File: src/rtl/wb_master_ctl_if.sv
// Command, response and strobe/ack bus signals of the wb_master_ctl initiator.
// master: the initiator side. slave: the host/peripheral side that faces it.
interface wb_master_ctl_if #(
    parameter int AW = 8,
    parameter int DW = 8
);
    logic          cmd_valid;
    logic          cmd_ready;
    logic          cmd_we;
    logic [AW-1:0] cmd_adr;
    logic [DW-1:0] cmd_dat;
    logic          rsp_valid;
    logic          rsp_ready;
    logic [DW-1:0] rsp_dat;
    logic          rsp_err;
    logic [AW-1:0] adr_o;
    logic [DW-1:0] dat_o;
    logic          we_o;
    logic          stb_o;
    logic          cyc_o;
    logic          ack_i;
    logic [DW-1:0] dat_i;

    modport master (
        input  cmd_valid, cmd_we, cmd_adr, cmd_dat, rsp_ready, ack_i, dat_i,
        output cmd_ready, rsp_valid, rsp_dat, rsp_err,
               adr_o, dat_o, we_o, stb_o, cyc_o
    );

    modport slave (
        output cmd_valid, cmd_we, cmd_adr, cmd_dat, rsp_ready, ack_i, dat_i,
        input  cmd_ready, rsp_valid, rsp_dat, rsp_err,
               adr_o, dat_o, we_o, stb_o, cyc_o
    );
endinterface

File: src/rtl/wb_master_ctl.sv
// Single-outstanding initiator for the DDK 8-bit strobe/ack bus.
// Define WB_MASTER_TIMEOUT_EN to abort bus cycles that see no ack within TIMEOUT edges.
module wb_master_ctl #(
    parameter int AW      = 8,
    parameter int DW      = 8,
    parameter int TW      = 8,
    parameter int TIMEOUT = 255
) (
    input  logic            clk_i,
    input  logic            rst_i,
    wb_master_ctl_if.master bus
);
    typedef enum logic [1:0] {
        ST_IDLE = 2'd0,
        ST_BUS  = 2'd1,
        ST_RESP = 2'd2
    } state_t;

    state_t        state_q, state_d;
    logic          cmd_ready_q, cmd_ready_d;
    logic          rsp_valid_q, rsp_valid_d;
    logic [DW-1:0] rsp_dat_q, rsp_dat_d;
    logic          rsp_err_q, rsp_err_d;
    logic [AW-1:0] adr_q, adr_d;
    logic [DW-1:0] dat_q, dat_d;
    logic          we_q, we_d;
    logic          stb_q, stb_d;
    logic          cyc_q, cyc_d;
    logic          timeout_s;

`ifdef WB_MASTER_TIMEOUT_EN
    logic [TW-1:0] cnt_q, cnt_d;
    // Limit is hit when this no-ack edge would bring the count up to TIMEOUT.
    assign timeout_s = (cnt_q == TW'(TIMEOUT - 1));
`else
    assign timeout_s = 1'b0;
`endif

    // Next-state and next-output computation for the IDLE/BUS/RESP sequencer.
    always_comb begin
        state_d     = state_q;
        cmd_ready_d = cmd_ready_q;
        rsp_valid_d = rsp_valid_q;
        rsp_dat_d   = rsp_dat_q;
        rsp_err_d   = rsp_err_q;
        adr_d       = adr_q;
        dat_d       = dat_q;
        we_d        = we_q;
        stb_d       = stb_q;
        cyc_d       = cyc_q;
`ifdef WB_MASTER_TIMEOUT_EN
        cnt_d       = cnt_q;
`endif
        case (state_q)
            ST_IDLE: begin
                if (bus.cmd_valid && cmd_ready_q) begin
                    adr_d       = bus.cmd_adr;
                    dat_d       = bus.cmd_dat;
                    we_d        = bus.cmd_we;
                    stb_d       = 1'b1;
                    cyc_d       = 1'b1;
                    cmd_ready_d = 1'b0;
                    state_d     = ST_BUS;
                end else begin
                    cmd_ready_d = 1'b1;
                end
            end
            ST_BUS: begin
                if (bus.ack_i) begin
                    stb_d       = 1'b0;
                    cyc_d       = 1'b0;
                    we_d        = 1'b0;
                    rsp_dat_d   = we_q ? {DW{1'b0}} : bus.dat_i;
                    rsp_err_d   = 1'b0;
                    rsp_valid_d = 1'b1;
`ifdef WB_MASTER_TIMEOUT_EN
                    cnt_d       = {TW{1'b0}};
`endif
                    state_d     = ST_RESP;
                end else if (timeout_s) begin
                    stb_d       = 1'b0;
                    cyc_d       = 1'b0;
                    we_d        = 1'b0;
                    rsp_dat_d   = {DW{1'b0}};
                    rsp_err_d   = 1'b1;
                    rsp_valid_d = 1'b1;
`ifdef WB_MASTER_TIMEOUT_EN
                    cnt_d       = {TW{1'b0}};
`endif
                    state_d     = ST_RESP;
                end else begin
`ifdef WB_MASTER_TIMEOUT_EN
                    cnt_d       = cnt_q + TW'(1);
`endif
                    state_d     = ST_BUS;
                end
            end
            ST_RESP: begin
                if (bus.rsp_ready) begin
                    rsp_valid_d = 1'b0;
                    rsp_err_d   = 1'b0;
                    cmd_ready_d = 1'b1;
                    state_d     = ST_IDLE;
                end else begin
                    state_d     = ST_RESP;
                end
            end
            default: begin
                state_d     = ST_IDLE;
                cmd_ready_d = 1'b0;
                rsp_valid_d = 1'b0;
                rsp_err_d   = 1'b0;
                stb_d       = 1'b0;
                cyc_d       = 1'b0;
                we_d        = 1'b0;
            end
        endcase
    end

    // State and output registers; reset drops any cycle in flight without a response.
    always_ff @(posedge clk_i or negedge rst_i) begin
        if (!rst_i) begin
            state_q     <= ST_IDLE;
            cmd_ready_q <= 1'b0;
            rsp_valid_q <= 1'b0;
            rsp_dat_q   <= {DW{1'b0}};
            rsp_err_q   <= 1'b0;
            adr_q       <= {AW{1'b0}};
            dat_q       <= {DW{1'b0}};
            we_q        <= 1'b0;
            stb_q       <= 1'b0;
            cyc_q       <= 1'b0;
`ifdef WB_MASTER_TIMEOUT_EN
            cnt_q       <= {TW{1'b0}};
`endif
        end else begin
            state_q     <= state_d;
            cmd_ready_q <= cmd_ready_d;
            rsp_valid_q <= rsp_valid_d;
            rsp_dat_q   <= rsp_dat_d;
            rsp_err_q   <= rsp_err_d;
            adr_q       <= adr_d;
            dat_q       <= dat_d;
            we_q        <= we_d;
            stb_q       <= stb_d;
            cyc_q       <= cyc_d;
`ifdef WB_MASTER_TIMEOUT_EN
            cnt_q       <= cnt_d;
`endif
        end
    end

    assign bus.cmd_ready = cmd_ready_q;
    assign bus.rsp_valid = rsp_valid_q;
    assign bus.rsp_dat   = rsp_dat_q;
    assign bus.rsp_err   = rsp_err_q;
    assign bus.adr_o     = adr_q;
    assign bus.dat_o     = dat_q;
    assign bus.we_o      = we_q;
    assign bus.stb_o     = stb_q;
    assign bus.cyc_o     = cyc_q;
endmodule

File: src/flat_wrapper.sv
// flat-port wrapper written by rule: the top's interface ports become plain ports
module wb_master_ctl_flat 
#(
    parameter int AW      = 8,
    parameter int DW      = 8,
    parameter int TW      = 8,
    parameter int TIMEOUT = 255
)
  (clk_i, rst_i, bus_cmd_valid, bus_cmd_we, bus_cmd_adr, bus_cmd_dat, bus_rsp_ready, bus_ack_i, bus_dat_i, bus_cmd_ready, bus_rsp_valid, bus_rsp_dat, bus_rsp_err, bus_adr_o, bus_dat_o, bus_we_o, bus_stb_o, bus_cyc_o);
  wb_master_ctl_if #(.AW(AW), .DW(DW)) bus_i ();
  input  logic clk_i;
  input  logic rst_i;
  input wire logic [$bits(bus_i.cmd_valid)-1:0] bus_cmd_valid;
  input wire logic [$bits(bus_i.cmd_we)-1:0] bus_cmd_we;
  input wire logic [$bits(bus_i.cmd_adr)-1:0] bus_cmd_adr;
  input wire logic [$bits(bus_i.cmd_dat)-1:0] bus_cmd_dat;
  input wire logic [$bits(bus_i.rsp_ready)-1:0] bus_rsp_ready;
  input wire logic [$bits(bus_i.ack_i)-1:0] bus_ack_i;
  input wire logic [$bits(bus_i.dat_i)-1:0] bus_dat_i;
  output wire logic [$bits(bus_i.cmd_ready)-1:0] bus_cmd_ready;
  output wire logic [$bits(bus_i.rsp_valid)-1:0] bus_rsp_valid;
  output wire logic [$bits(bus_i.rsp_dat)-1:0] bus_rsp_dat;
  output wire logic [$bits(bus_i.rsp_err)-1:0] bus_rsp_err;
  output wire logic [$bits(bus_i.adr_o)-1:0] bus_adr_o;
  output wire logic [$bits(bus_i.dat_o)-1:0] bus_dat_o;
  output wire logic [$bits(bus_i.we_o)-1:0] bus_we_o;
  output wire logic [$bits(bus_i.stb_o)-1:0] bus_stb_o;
  output wire logic [$bits(bus_i.cyc_o)-1:0] bus_cyc_o;
  assign bus_i.cmd_valid = bus_cmd_valid;
  assign bus_i.cmd_we = bus_cmd_we;
  assign bus_i.cmd_adr = bus_cmd_adr;
  assign bus_i.cmd_dat = bus_cmd_dat;
  assign bus_i.rsp_ready = bus_rsp_ready;
  assign bus_i.ack_i = bus_ack_i;
  assign bus_i.dat_i = bus_dat_i;
  assign bus_cmd_ready = bus_i.cmd_ready;
  assign bus_rsp_valid = bus_i.rsp_valid;
  assign bus_rsp_dat = bus_i.rsp_dat;
  assign bus_rsp_err = bus_i.rsp_err;
  assign bus_adr_o = bus_i.adr_o;
  assign bus_dat_o = bus_i.dat_o;
  assign bus_we_o = bus_i.we_o;
  assign bus_stb_o = bus_i.stb_o;
  assign bus_cyc_o = bus_i.cyc_o;
  wb_master_ctl #(.AW(AW), .DW(DW), .TW(TW), .TIMEOUT(TIMEOUT)) u_core (.clk_i(clk_i), .rst_i(rst_i), .bus(bus_i));
endmodule
File: config.mk
export PLATFORM = sky130hd
export DESIGN_NAME = wb_master_ctl_flat
export DESIGN_NICKNAME = d
export VERILOG_FILES = /design/src/rtl/wb_master_ctl_if.sv /design/src/rtl/wb_master_ctl.sv /design/src/flat_wrapper.sv
export SDC_FILE = /design/constraint.sdc
export NUM_CORES = 1
export LEC_CHECK = 0
export ABC_AREA = 1
export BUFFER_PORTS_ARGS = -buffer_cell sky130_fd_sc_hd__buf_2
export CAP_MARGIN = 30
export CORE_MARGIN = 3
export CORE_UTILIZATION = 30
export CTS_CLUSTER_SIZE = 40
export DETAILED_ROUTE_END_ITERATION = 6
export PLACE_DENSITY = 0.68
export SETUP_SLACK_MARGIN = 0.05
export SLEW_MARGIN = 20
export SYNTH_ARGS = -nofsm -noshare
export SYNTH_HDL_FRONTEND = slang
export SYNTH_SLANG_ARGS = --single-unit
export TNS_END_PERCENT = 10
File: constraint.sdc
create_clock -name clk_i -period 1.15 [get_ports clk_i]
set_input_delay 0.0575 -clock clk_i [delete_from_list [all_inputs] [get_ports clk_i]]
set_output_delay 0.0575 -clock clk_i [all_outputs]
set_load 0.02 [all_outputs]
# [Word-level counts from Yosys, hierarchy flattened]
# Cells that the tools add are included.
[totals] register_bits=31 latch_bits=0 ram_bits=0 romBits=0 inputBits=30 output_inout_bits=30 elab_cells=41 n_memories=0
[classes] addsub=0 mul=0 div=0 order_cmp=0 n_eq_ne=5 n_shift=0 mux=17 n_bitwise=3 reduce_logical=7
[op_table] operator="1-bit one-hot mux with 3 select lines" count=5
[op_table] operator="8-bit 2-to-1 mux" count=1
[op_table] operator="1-bit 2-to-1 mux" count=7
[op_table] operator="2-bit 2-to-1 mux" count=3
[op_table] operator="2-bit one-hot mux with 3 select lines" count=1
[op_table] operator="2-bit AND reduction" count=3
[op_table] operator="3-bit AND reduction" count=2
[op_table] operator="2-bit != test (second input constant)" count=2
[op_table] operator="1-bit inverter" count=3
[op_table] operator="2-bit by 1-bit == test with 1-bit output (second input constant)" count=1
[op_table] operator="2-bit == test (second input constant)" count=1
[op_table] operator="2-bit zero test" count=1
[op_table] operator="2-bit by 1-bit != test with 1-bit output (second input constant)" count=1
[op_table] operator="1-bit logical AND" count=1

# [Logic depth before layout (Yosys ltp)]
# Gate-level depths: netlist of the first run.
[logic_depth] depth_word=3 mapped_depth=6 depth_no_buf=6

# [Least setup slack after synthesis of the first run]
# Ideal clock, no wire load.
[synth_timing] kind="reg-to-reg" start="register u_core.state_q[1]" end="register u_core.adr_q[4] (netlist: u_core.bus.adr_o[4])" setup_time_ps=117 arrival_ps=963 required_ps=1033 setup_slack_ps=70 path_stages_with_launch=6 path_buffers=1 period_less_slack_ps=1080 cell_sequence="dfrtp_1 -> nor2_2 -> nand3_4 -> buf_6 -> nand2_2 -> o21ai_2"
[synth_via] elab_chain_cells=2
[synth_lines] item="start, declared" line="wb_master_ctl.sv:19" rtl="state_t state_q, state_d;"
[synth_lines] item="start signal, assigned" line="wb_master_ctl.sv:137" rtl="state_q <= state_d;"
[synth_lines] item="2-bit zero test" line="wb_master_ctl.sv:54" rtl="case (state_q)"
[synth_lines] item="2-bit AND reduction (no line)"
[synth_lines] item="end signal, assigned" line="wb_master_ctl.sv:128" rtl="adr_q <= {AW{1'b0}};"
[synth_lines] item="end signal, assigned" line="wb_master_ctl.sv:142" rtl="adr_q <= adr_d;"
[synth_lines] item="end, declared" line="wb_master_ctl.sv:24" rtl="logic [AW-1:0] adr_q, adr_d;"
# Every way passes these cells.
# A chain may end at the register's enable or synchronous reset.

# [Worst setup path after layout of the first run]
[layout_timing] start="register u_core.state_q[1]" end="register u_core.adr_q[3] (netlist: u_core.bus.adr_o[3])"
# Same word-level chain as after synthesis.

==> results of run 1 <==
cells in the final DEF (no fill, tap or decap):
master          n
clkbuf_8        6
inv_1          18
o21ai_0         3
dfrtp_1        28
buf_2          58
nand3_4         1
inv_4           1
inv_2           2
nand2_1        34
buf_4           2
o21ai_1         1
nor2_8          1
and2_1          1
dfrtp_2         2
o21ai_2        16
o21a_1          1
nand2_2         7
nor3b_1         1
clkbuf_16       1
dlygate4sd3_1   2
clkinv_2        1
clkbuf_1        1
nor2_4          1
conb_1          1
a21oi_1         1
buf_12          3
nand3_1        11
power by group:
| group | internal [W] | switching [W] |
|---|---|---|
| registers | 0.00158 | 0.000332 |
| clock network | 0.000482 | 0.000374 |
| logic | 0.00104 | 0.00166 |
how the worst max path moves through the flow:
stage	cells after the start	to	slack (ps)
2_1_floorplan	5	u_core.bus.adr_o[4]	70
3_3_place_gp	5	u_core.bus.adr_o[2]	40
3_5_place_dp	5	u_core.bus.adr_o[7]	-10
4_1_cts	5	u_core.bus.adr_o[7]	20
5_1_grt	5	u_core.bus.adr_o[2]	-10
6_report	5	u_core.bus.adr_o[3]	30
cell type report:
cell class / instances / share of cell area
flip-flops and latches: 30 / 0.404
multi-input cells: 80 / 0.250
repair buffers: 66 / 0.220
clock buffers: 7 / 0.0463
inverters: 21 / 0.0436
well taps: 50 / 0.0336
clock inverters: 1 / 0.00268
flip-flops by register name (all words and copies together) (netlist names):
register              cells
u_core.state_q            2
u_core.bus.we_o           1
u_core.bus.stb_o          1
u_core.bus.rsp_valid      1
u_core.bus.dat_o          8
u_core.bus.cmd_ready      1
u_core.bus.rsp_dat        8
u_core.bus.adr_o          8
cells by family after synthesis:
group / share of synthesized area
and+or+nand+nor: 0.209
DFF: 0.563
buffers and inverters: 0.0957
AOI/OAI and AO/OA: 0.129
other: 0.00281
routing by layer:
| metal | up-vias | wire, um | global-route usage |
|---|---|---|---|
| li1 | 557 | - | - |
| met1 | 480 | 1310 | 0.141 |
| met2 | 50 | 1300 | 0.176 |
| met3 | 3 | 334 | 0.0551 |
| met4 | 0 | 36 | 0.0492 |
| met5 | - | 0 | 0 |
critical path: stages, from the launching register on:
cell and delay (ps):
dfrtp_2 450, nor2_4 150, nand3_4 100, buf_12 170, nand2_1 80, o21ai_2 50
per-stage QoR:
stage / cells / utilization / setup TNS [ps] / setup slack [ps] / hold slack, ps
after CTS: 254 / 0.442 / 0 / 15.8 / 8.69
after global routing: 255 / 0.450 / -64.5 / -12.8 / 6.00
after global placement: 241 / 0.405 / 0 / 40.6 / -12.9
after floorplan: 136 / - / 0 / 69.8 / -238
final: 255 / 0.450 / 0 / 34.7 / 14.1
after detailed placement: 241 / 0.405 / -13.0 / -13.0 / -16.2
what timing repair did:
item,in CTS,in global routing
cloned,0,1
pin swaps,2,3
hold buffers,2,0
buffers inserted,3,0
gates resized for setup,3,5
endpoints found under the hold margin,31,0
endpoints found under the setup margin,25,29
==> flow_summary.json, run 1 <==
{
  "outcome": "completed",
  "die_x_um": 72.7,
  "ios": 60,
  "yosysMostFrequentCell": "nand2_1",
  "required_ps": 1320,
  "finalCriticalPeriod_ps": 1120,
  "initial_core_util": 0.322,
  "critical_path.startpoint": "u_core.state_q[1]",
  "port_buffers": 58,
  "syn_inst": 136,
  "worstSetupPathType": "register to register",
  "yosys_warnings": 0,
  "fin_area_sq_mm": 0.00186,
  "rows": 23,
  "ys_types": 19,
  "cap_viol_max_count": 0,
  "synth_top_area_cell": "dfrtp_1",
  "numCtsBuffers": 5,
  "seqCellArea_sq_um": 753,
  "grt_pass1_vias": 1001,
  "synthesis.area_sq_mm": 0.00133,
  "final_nets": 234,
  "grt_max_degree": 35,
  "post-route-drc-count": 0,
  "holdPathEnd": "u_core.bus.rsp_dat[5]",
  "grt_pass1_wl_um": 4670,
  "hp-class": "input pin to register",
  "ir_worst_vdd_mv": 1.19,
  "cts_sinks": 30,
  "wl_per_cell_um": 11.7,
  "slew_viol_final": 0,
  "r2r_start": "u_core.state_q[1]",
  "end_kind": "register",
  "clk_root_buffer_cell": "clkbuf_8",
  "drive_gt1_frac": 0.498,
  "synthFlopType": "dfrtp_1",
  "grt.total_usage": 0.116,
  "ys_top_cells_by_count": "nand2_1, dfrtp_1, inv_1",
  "num_vias": 1090,
  "routed_wl_um": 2990,
  "place_area_sq_mm": 0.00168,
  "post_drt_via_cell_ratio": 4.27,
  "leakagePower_nw": 1.05,
  "ys_seq_area_frac": 0.563,
  "syn_nets": 166,
  "fmax_ghz": 0.897,
  "area_delta_synth_final_pct": 39.8,
  "gp_congestion": 0.729,
  "skew_ps": 3.47,
  "rsz0062_at_grt": "yes",
  "detail_route.iter0.violations": 43,
  "cts_max_path_buffers": 2,
  "path_clk_slew_ps": 60,
  "final_antenna_net_count": 0,
  "total_power_w": 0.00547,
  "cts_tree": "done",
  "clk_latency_ps": 280,
  "rrSetupSlack_ps": 30,
  "fillers": 417,
  "r2r-end": "u_core.bus.adr_o[3]",
  "cp-start-kind": "register",
  "synth.area.top_cells": "dfrtp_1, o21ai_2, nand2_1",
  "hold_start": "bus_dat_i[5]",
  "hold_viol_final": 0,
  "r2r_cells": 5,
  "die-area_sq_mm": 0.00528,
  "p_per_area_mw_per_mm2": 2930,
  "period_share": 0.970,
  "gr-total-overflow": 0,
  "yosysTopAreaCellShare": 0.563,
  "antenna_cells": 0,
  "hold_path_depth": 3,
  "firstDrtPassIters": 4,
  "h-tree-depth": 2,
  "multi_input_comb_area_sq_um": 465,
  "antenna_found_initial": 0,
  "async_flop_share": 1.00,
  "place_hpwl_um": 2100,
  "setup-violations-final": 0,
  "ys_seq_elements": 30,
  "cp_max_fo": 17,
  "synth_edf_count": 0,
  "cp.arrival_ps": 1290,
  "postSynthAreaPerCell_sq_um": 9.81,
  "core_sq_mm": 0.00414,
  "die_h_um": 72.7
}
(Power assumes the default switching activity.)
==> run 2, diff against run 1 <==
--- a/config.mk
+++ b/config.mk
@@ -13,7 +13,6 @@
 export CTS_CLUSTER_SIZE = 40
 export DETAILED_ROUTE_END_ITERATION = 6
 export PLACE_DENSITY = 0.68
-export SETUP_SLACK_MARGIN = 0.05
 export SLEW_MARGIN = 20
 export SYNTH_ARGS = -nofsm -noshare
 export SYNTH_HDL_FRONTEND = slang
==> run 2 against run 1 <==
Global-route usage fell by 0.20 points. Setup slack got worse by 13 ps. Largest power group unchanged. Count of clock-buffer cells in the layout did not move. Sequential share of layout area fell by 0.51 points. Critical path type unchanged. Clock skew rose by 1.4 ps. First-iteration DRC count rose by 4.7%.
==> flow_summary.json, run 2 (synthesis results as in run 1) <==
{
  "outcome": "completed",
  "port_buffers": 58,
  "initial_core_util": 0.322,
  "cts_tree": "done",
  "total_power_w": 0.00553,
  "worstSetupPathType": "register to register",
  "power_frac_clock": 0.155,
  "pre_cts_slack_ps": -13.0,
  "drive_gt1_frac": 0.510,
  "r2r_start": "u_core.state_q[1]",
  "r2r_cells": 6,
  "clk_root_buffer_cell": "clkbuf_8",
  "h-tree-depth": 2,
  "rrSetupSlack_ps": 20,
  "die_x_um": 72.7,
  "grt_pass1_vias": 998,
  "path_clk_slew_ps": 60,
  "cts_sinks": 30,
  "p_int_w": 0.00313,
  "end_kind": "register",
  "final_antenna_net_count": 0,
  "fin_tns_setup_ps": 0,
  "fmax_ghz": 0.886,
  "finalCriticalPeriod_ps": 1130,
  "gr-total-overflow": 0,
  "power_frac_comb": 0.494,
  "cts_max_path_buffers": 2,
  "hold_path_depth": 3,
  "setup-violations-final": 0,
  "cp.arrival_ps": 1340,
  "required_ps": 1360,
  "r2r-end": "u_core.bus.rsp_dat[7]",
  "rows": 23,
  "cp-start-kind": "register",
  "p_per_area_mw_per_mm2": 2930,
  "fin_ws_ps": 21.7,
  "num_vias": 1097,
  "wl_per_cell_um": 11.9,
  "numCtsBuffers": 5,
  "period_share": 0.981,
  "routed_wl_um": 3060,
  "antenna_found_initial": 0,
  "gp_congestion": 0.729,
  "firstDrtPassIters": 4,
  "area_delta_synth_final_pct": 41.6,
  "clk_latency_ps": 280,
  "final_common_cell": "buf_2",
  "place_hpwl_um": 2100,
  "ir_worst_vdd_mv": 1.20,
  "detail_route.iter0.violations": 45,
  "seq_power_share": 0.351,
  "ios": 60,
  "rsz0062_at_grt": "yes",
  "skew_ps": 4.87,
  "grt.total_usage": 0.114,
  "cp_max_fo": 6,
  "cap_viol_max_count": 0,
  "die-area_sq_mm": 0.00528,
  "hold_start": "bus_dat_i[5]",
  "mostFrequentLayoutCells": "buf_2, nand2_1, dfrtp_1, inv_1, o21ai_2",
  "p_sw_frac": 0.434,
  "die_h_um": 72.7,
  "leakagePower_nw": 1.07,
  "final_nets": 237,
  "grt_pass1_wl_um": 4590,
  "holdPathEnd": "u_core.bus.rsp_dat[5]",
  "post_drt_via_cell_ratio": 4.25,
  "power.switching_w": 0.00240,
  "core_sq_mm": 0.00414,
  "grt_max_degree": 35,
  "hp-class": "input pin to register",
  "post-route-drc-count": 0,
  "antenna_cells": 0,
  "slew_viol_final": 0,
  "hold_viol_final": 0
}
## run 2: stage by stage
stage               instances   util  hold slack, ps  cell area (sq um)
floorplan                 136      -            -238               1330
global route              258  0.456            6.00               1890
CTS                       251  0.434            8.69               1800
finish                    258  0.456            14.2               1890
detailed placement        241  0.405           -16.2               1680
global placement          241  0.405           -12.9               1680
## run 2: critical path, stage by stage (launching register included)
cell,delay [ps]
dfrtp_2,460
inv_2,100
nand2_4,70
nor2_8,160
buf_4,130
nand3_1,50
nand2_1,90
## run 2: worst max path at each step
stage	end	cells after the start	slack, ps	start
floorplan	u_core.bus.adr_o[4]	5	70	u_core.state_q[1]
global placement	u_core.bus.adr_o[2]	5	40	u_core.state_q[0]
detailed placement	u_core.bus.adr_o[7]	5	-10	u_core.state_q[1]
CTS	u_core.bus.adr_o[2]	5	-10	u_core.state_q[1]
global route	u_core.bus.rsp_dat[7]	6	-40	u_core.state_q[1]
finish	u_core.bus.rsp_dat[7]	6	20	u_core.state_q[1]
## run 2: per-layer routing
layer,up-vias,global-route usage,wire length [um]
li1,563,-,-
met1,483,0.139,1370
met2,48,0.171,1350
met3,3,0.0551,315
met4,0,0.0492,36
met5,-,0,0
## run 2: what timing repair did
action,in CTS,in global routing
resized for setup,4,9
setup buffers,0,6
endpoints found under the setup margin,16,25
endpoints found under the hold margin,31,0
pin swaps,0,2
hold buffers,2,0
gates cloned,0,1
## run 2: area by class of cell
| type | count | area [sq um] |
|---|---|---|
| Inverter | 21 | 81.3 |
| Tap cell | 50 | 62.6 |
| Clock buffer | 7 | 86.3 |
| Fill cell | 418 | 2260 |
| Timing Repair Buffer | 69 | 424 |
| Clock inverter | 1 | 5.00 |
| Multi-Input combinational cell | 80 | 475 |
| Sequential cell | 30 | 753 |
## run 2: power by group through the flow
stage | sequential, W | clock [W] | combinational (W)
3_5_place_dp | 0.00191 | 0 | 0.00250
3_3_place_gp | 0.00190 | 0 | 0.00244
2_1_floorplan | 0.00249 | 0 | 0.00117
6_report | 0.00194 | 0.000859 | 0.00273
5_1_grt | 0.00201 | 0.000951 | 0.00299
4_1_cts | 0.00190 | 0.000892 | 0.00254
==> run 3, diff against run 2 <==
--- a/config.mk
+++ b/config.mk
@@ -6,13 +6,12 @@
 export NUM_CORES = 1
 export LEC_CHECK = 0
 export ABC_AREA = 1
-export BUFFER_PORTS_ARGS = -buffer_cell sky130_fd_sc_hd__buf_2
 export CAP_MARGIN = 30
 export CORE_MARGIN = 3
 export CORE_UTILIZATION = 30
-export CTS_CLUSTER_SIZE = 40
 export DETAILED_ROUTE_END_ITERATION = 6
-export PLACE_DENSITY = 0.68
+export DONT_BUFFER_PORTS = 1
+export PLACE_DENSITY = 0.56
 export SLEW_MARGIN = 20
 export SYNTH_ARGS = -nofsm -noshare
 export SYNTH_HDL_FRONTEND = slang
==> run 3 against run 2 <==
Critical path depth shrank 1. Wire length is 1.3% higher. Design area down 4.0%. Final cell count shrank 15%. Clock skew fell by 3.0 ps. Sequential share of layout area up 1.7 points. Sequential power is 32% higher. Power decreased by 8.4%. Hold slack got worse by 11 ps. Via count decreased by 6.5%. Fmax increased by 1.3%.
==> flow_summary.json, run 3 (synthesis results as in run 1) <==
{
  "port_buffers": 0,
  "final_antenna_net_count": 0,
  "numCtsBuffers": 5,
  "rows": 23,
  "slew_viol_final": 0,
  "grt_pass1_wl_um": 4730,
  "fin_ws_ps": 36.6,
  "period_share": 0.968,
  "seq_power_share": 0.506,
  "path_clk_slew_ps": 60,
  "hp-class": "input pin to register",
  "gr-total-overflow": 0,
  "gp_congestion": 0.732,
  "grt.total_usage": 0.117,
  "cp_cell_sequence": "nor2_4 -> nand3_4 -> buf_12 -> nand2_1 -> o21ai_2",
  "drive_gt1_frac": 0.253,
  "place_hpwl_um": 1940,
  "die-area_sq_mm": 0.00528,
  "total_power_w": 0.00506,
  "worstSetupPathType": "register to register",
  "cap_viol_max_count": 0,
  "required_ps": 1310,
  "p_sw_frac": 0.447,
  "leakagePower_nw": 0.906,
  "initial_core_util": 0.322,
  "finalCriticalPeriod_ps": 1110,
  "clk_latency_ps": 270,
  "firstDrtPassIters": 4,
  "cp_max_fo": 17,
  "antenna_cells": 0,
  "clk_root_buffer_cell": "clkbuf_8",
  "area_delta_synth_final_pct": 35.9,
  "power.switching_w": 0.00226,
  "routed_wl_um": 3100,
  "final_common_cell": "nand2_1",
  "die_h_um": 72.7,
  "slowest_stage": "dfrtp_2",
  "final_nets": 201,
  "cp.arrival_ps": 1280,
  "power_frac_comb": 0.334,
  "setup-violations-final": 0,
  "end_kind": "register",
  "post_drt_via_cell_ratio": 4.66,
  "grt_max_degree": 35,
  "mostFrequentLayoutCells": "nand2_1, dfrtp_1, dlygate4sd3_1, inv_1, o21ai_2",
  "die_x_um": 72.7,
  "fmax_ghz": 0.898,
  "grt_pass1_vias": 1108,
  "core_sq_mm": 0.00414,
  "detail_route.iter0.violations": 52,
  "post-route-drc-count": 0,
  "cp-start-kind": "register",
  "pre_cts_slack_ps": 5.75,
  "wl_per_cell_um": 14.1,
  "p_int_w": 0.00280,
  "num_vias": 1026,
  "cts_max_path_buffers": 2,
  "max_stage_delay_ps": 440,
  "antenna_found_initial": 0,
  "ir_worst_vdd_mv": 1.18,
  "hold_viol_final": 0,
  "path_buf_inv": 1,
  "p_per_area_mw_per_mm2": 2790,
  "ios": 60,
  "h-tree-depth": 2,
  "skew_ps": 1.85,
  "cts_sinks": 30,
  "fin_tns_setup_ps": 0,
  "outcome": "completed",
  "cp_top_family": "flip-flops",
  "cts_tree": "done",
  "power_frac_clock": 0.160
}
[run 3: cell count changes in the layout (fill, tap and decap cells not counted), sizes merged]
cell,delta
clkinv,-1
buf,-60
dlygate4sd3,+24
clkbuf,-1
[run 3: stage by stage]
step	hold WS (ps)	cells	cell area [sq um]	utilization
2_1_floorplan	-238	136	1330	-
3_3_place_gp	-237	185	1390	0.335
3_5_place_dp	-237	185	1390	0.335
4_1_cts	2.60	218	1750	0.423
5_1_grt	3.05	220	1810	0.438
6_report	3.43	220	1810	0.438
[run 3: final timing paths]
kind / start / endpoint / slack (ps) / depth (start not counted)
worst min-delay path: bus_rsp_ready / u_core.bus.cmd_ready / 3 / 2
max in group asynchronous: rst_i / u_core.state_q[0] / 740 / 2
worst min register to register: u_core.bus.stb_o / u_core.bus.stb_o / 500 / 2
worst max register to register: u_core.state_q[1] / u_core.bus.dat_o[6] / 40 / 5
worst max-delay path: u_core.state_q[1] / u_core.bus.dat_o[6] / 40 / 5
min in group asynchronous: rst_i / u_core.bus.rsp_valid / 230 / 2
[run 3: cell type report]
class	instances	area (sq um)
fill	388	2330
clock buffer	6	82.6
tap	50	62.6
inverter	21	81.3
sequential	30	753
multi-input combinational	80	465
timing repair buffer	33	368
[run 3: per-layer routing]
metal,track usage,up-vias,part of all wire,wire [um]
li1,-,485,-,-
met1,0.123,478,0.39,1210
met2,0.211,58,0.50,1550
met3,0.0455,5,0.10,309
met4,0.0430,0,0.011,34
met5,0,-,0,0
[run 3: repair_timing]
| item | CTS | global route |
|---|---|---|
| resized for setup | 0 | 7 |
| hold endpoints to repair | 56 | 0 |
| endpoints found under the setup margin | 0 | 24 |
| setup buffers | 0 | 1 |
| hold buffers | 27 | 0 |
[run 3: worst register-to-register path: cells and delay by family, from the launching register on]
| family | cells | cell delay [ps] |
|---|---|---|
| DFF | 1 | 440 |
| buffers and inverters | 1 | 170 |
| AOI/OAI and AO/OA | 1 | 50 |
| and+or+nand+nor | 3 | 340 |
[run 3: power by group through the flow]
| stage | clock network [W] | logic, W | registers, W |
|---|---|---|---|
| after floorplan | 0 | 0.00117 | 0.00249 |
| after global placement | 0 | 0.00136 | 0.00255 |
| after detailed placement | 0 | 0.00144 | 0.00255 |
| after CTS | 0.000840 | 0.00154 | 0.00254 |
| after global routing | 0.000889 | 0.00190 | 0.00264 |
| final | 0.000808 | 0.00169 | 0.00256 |
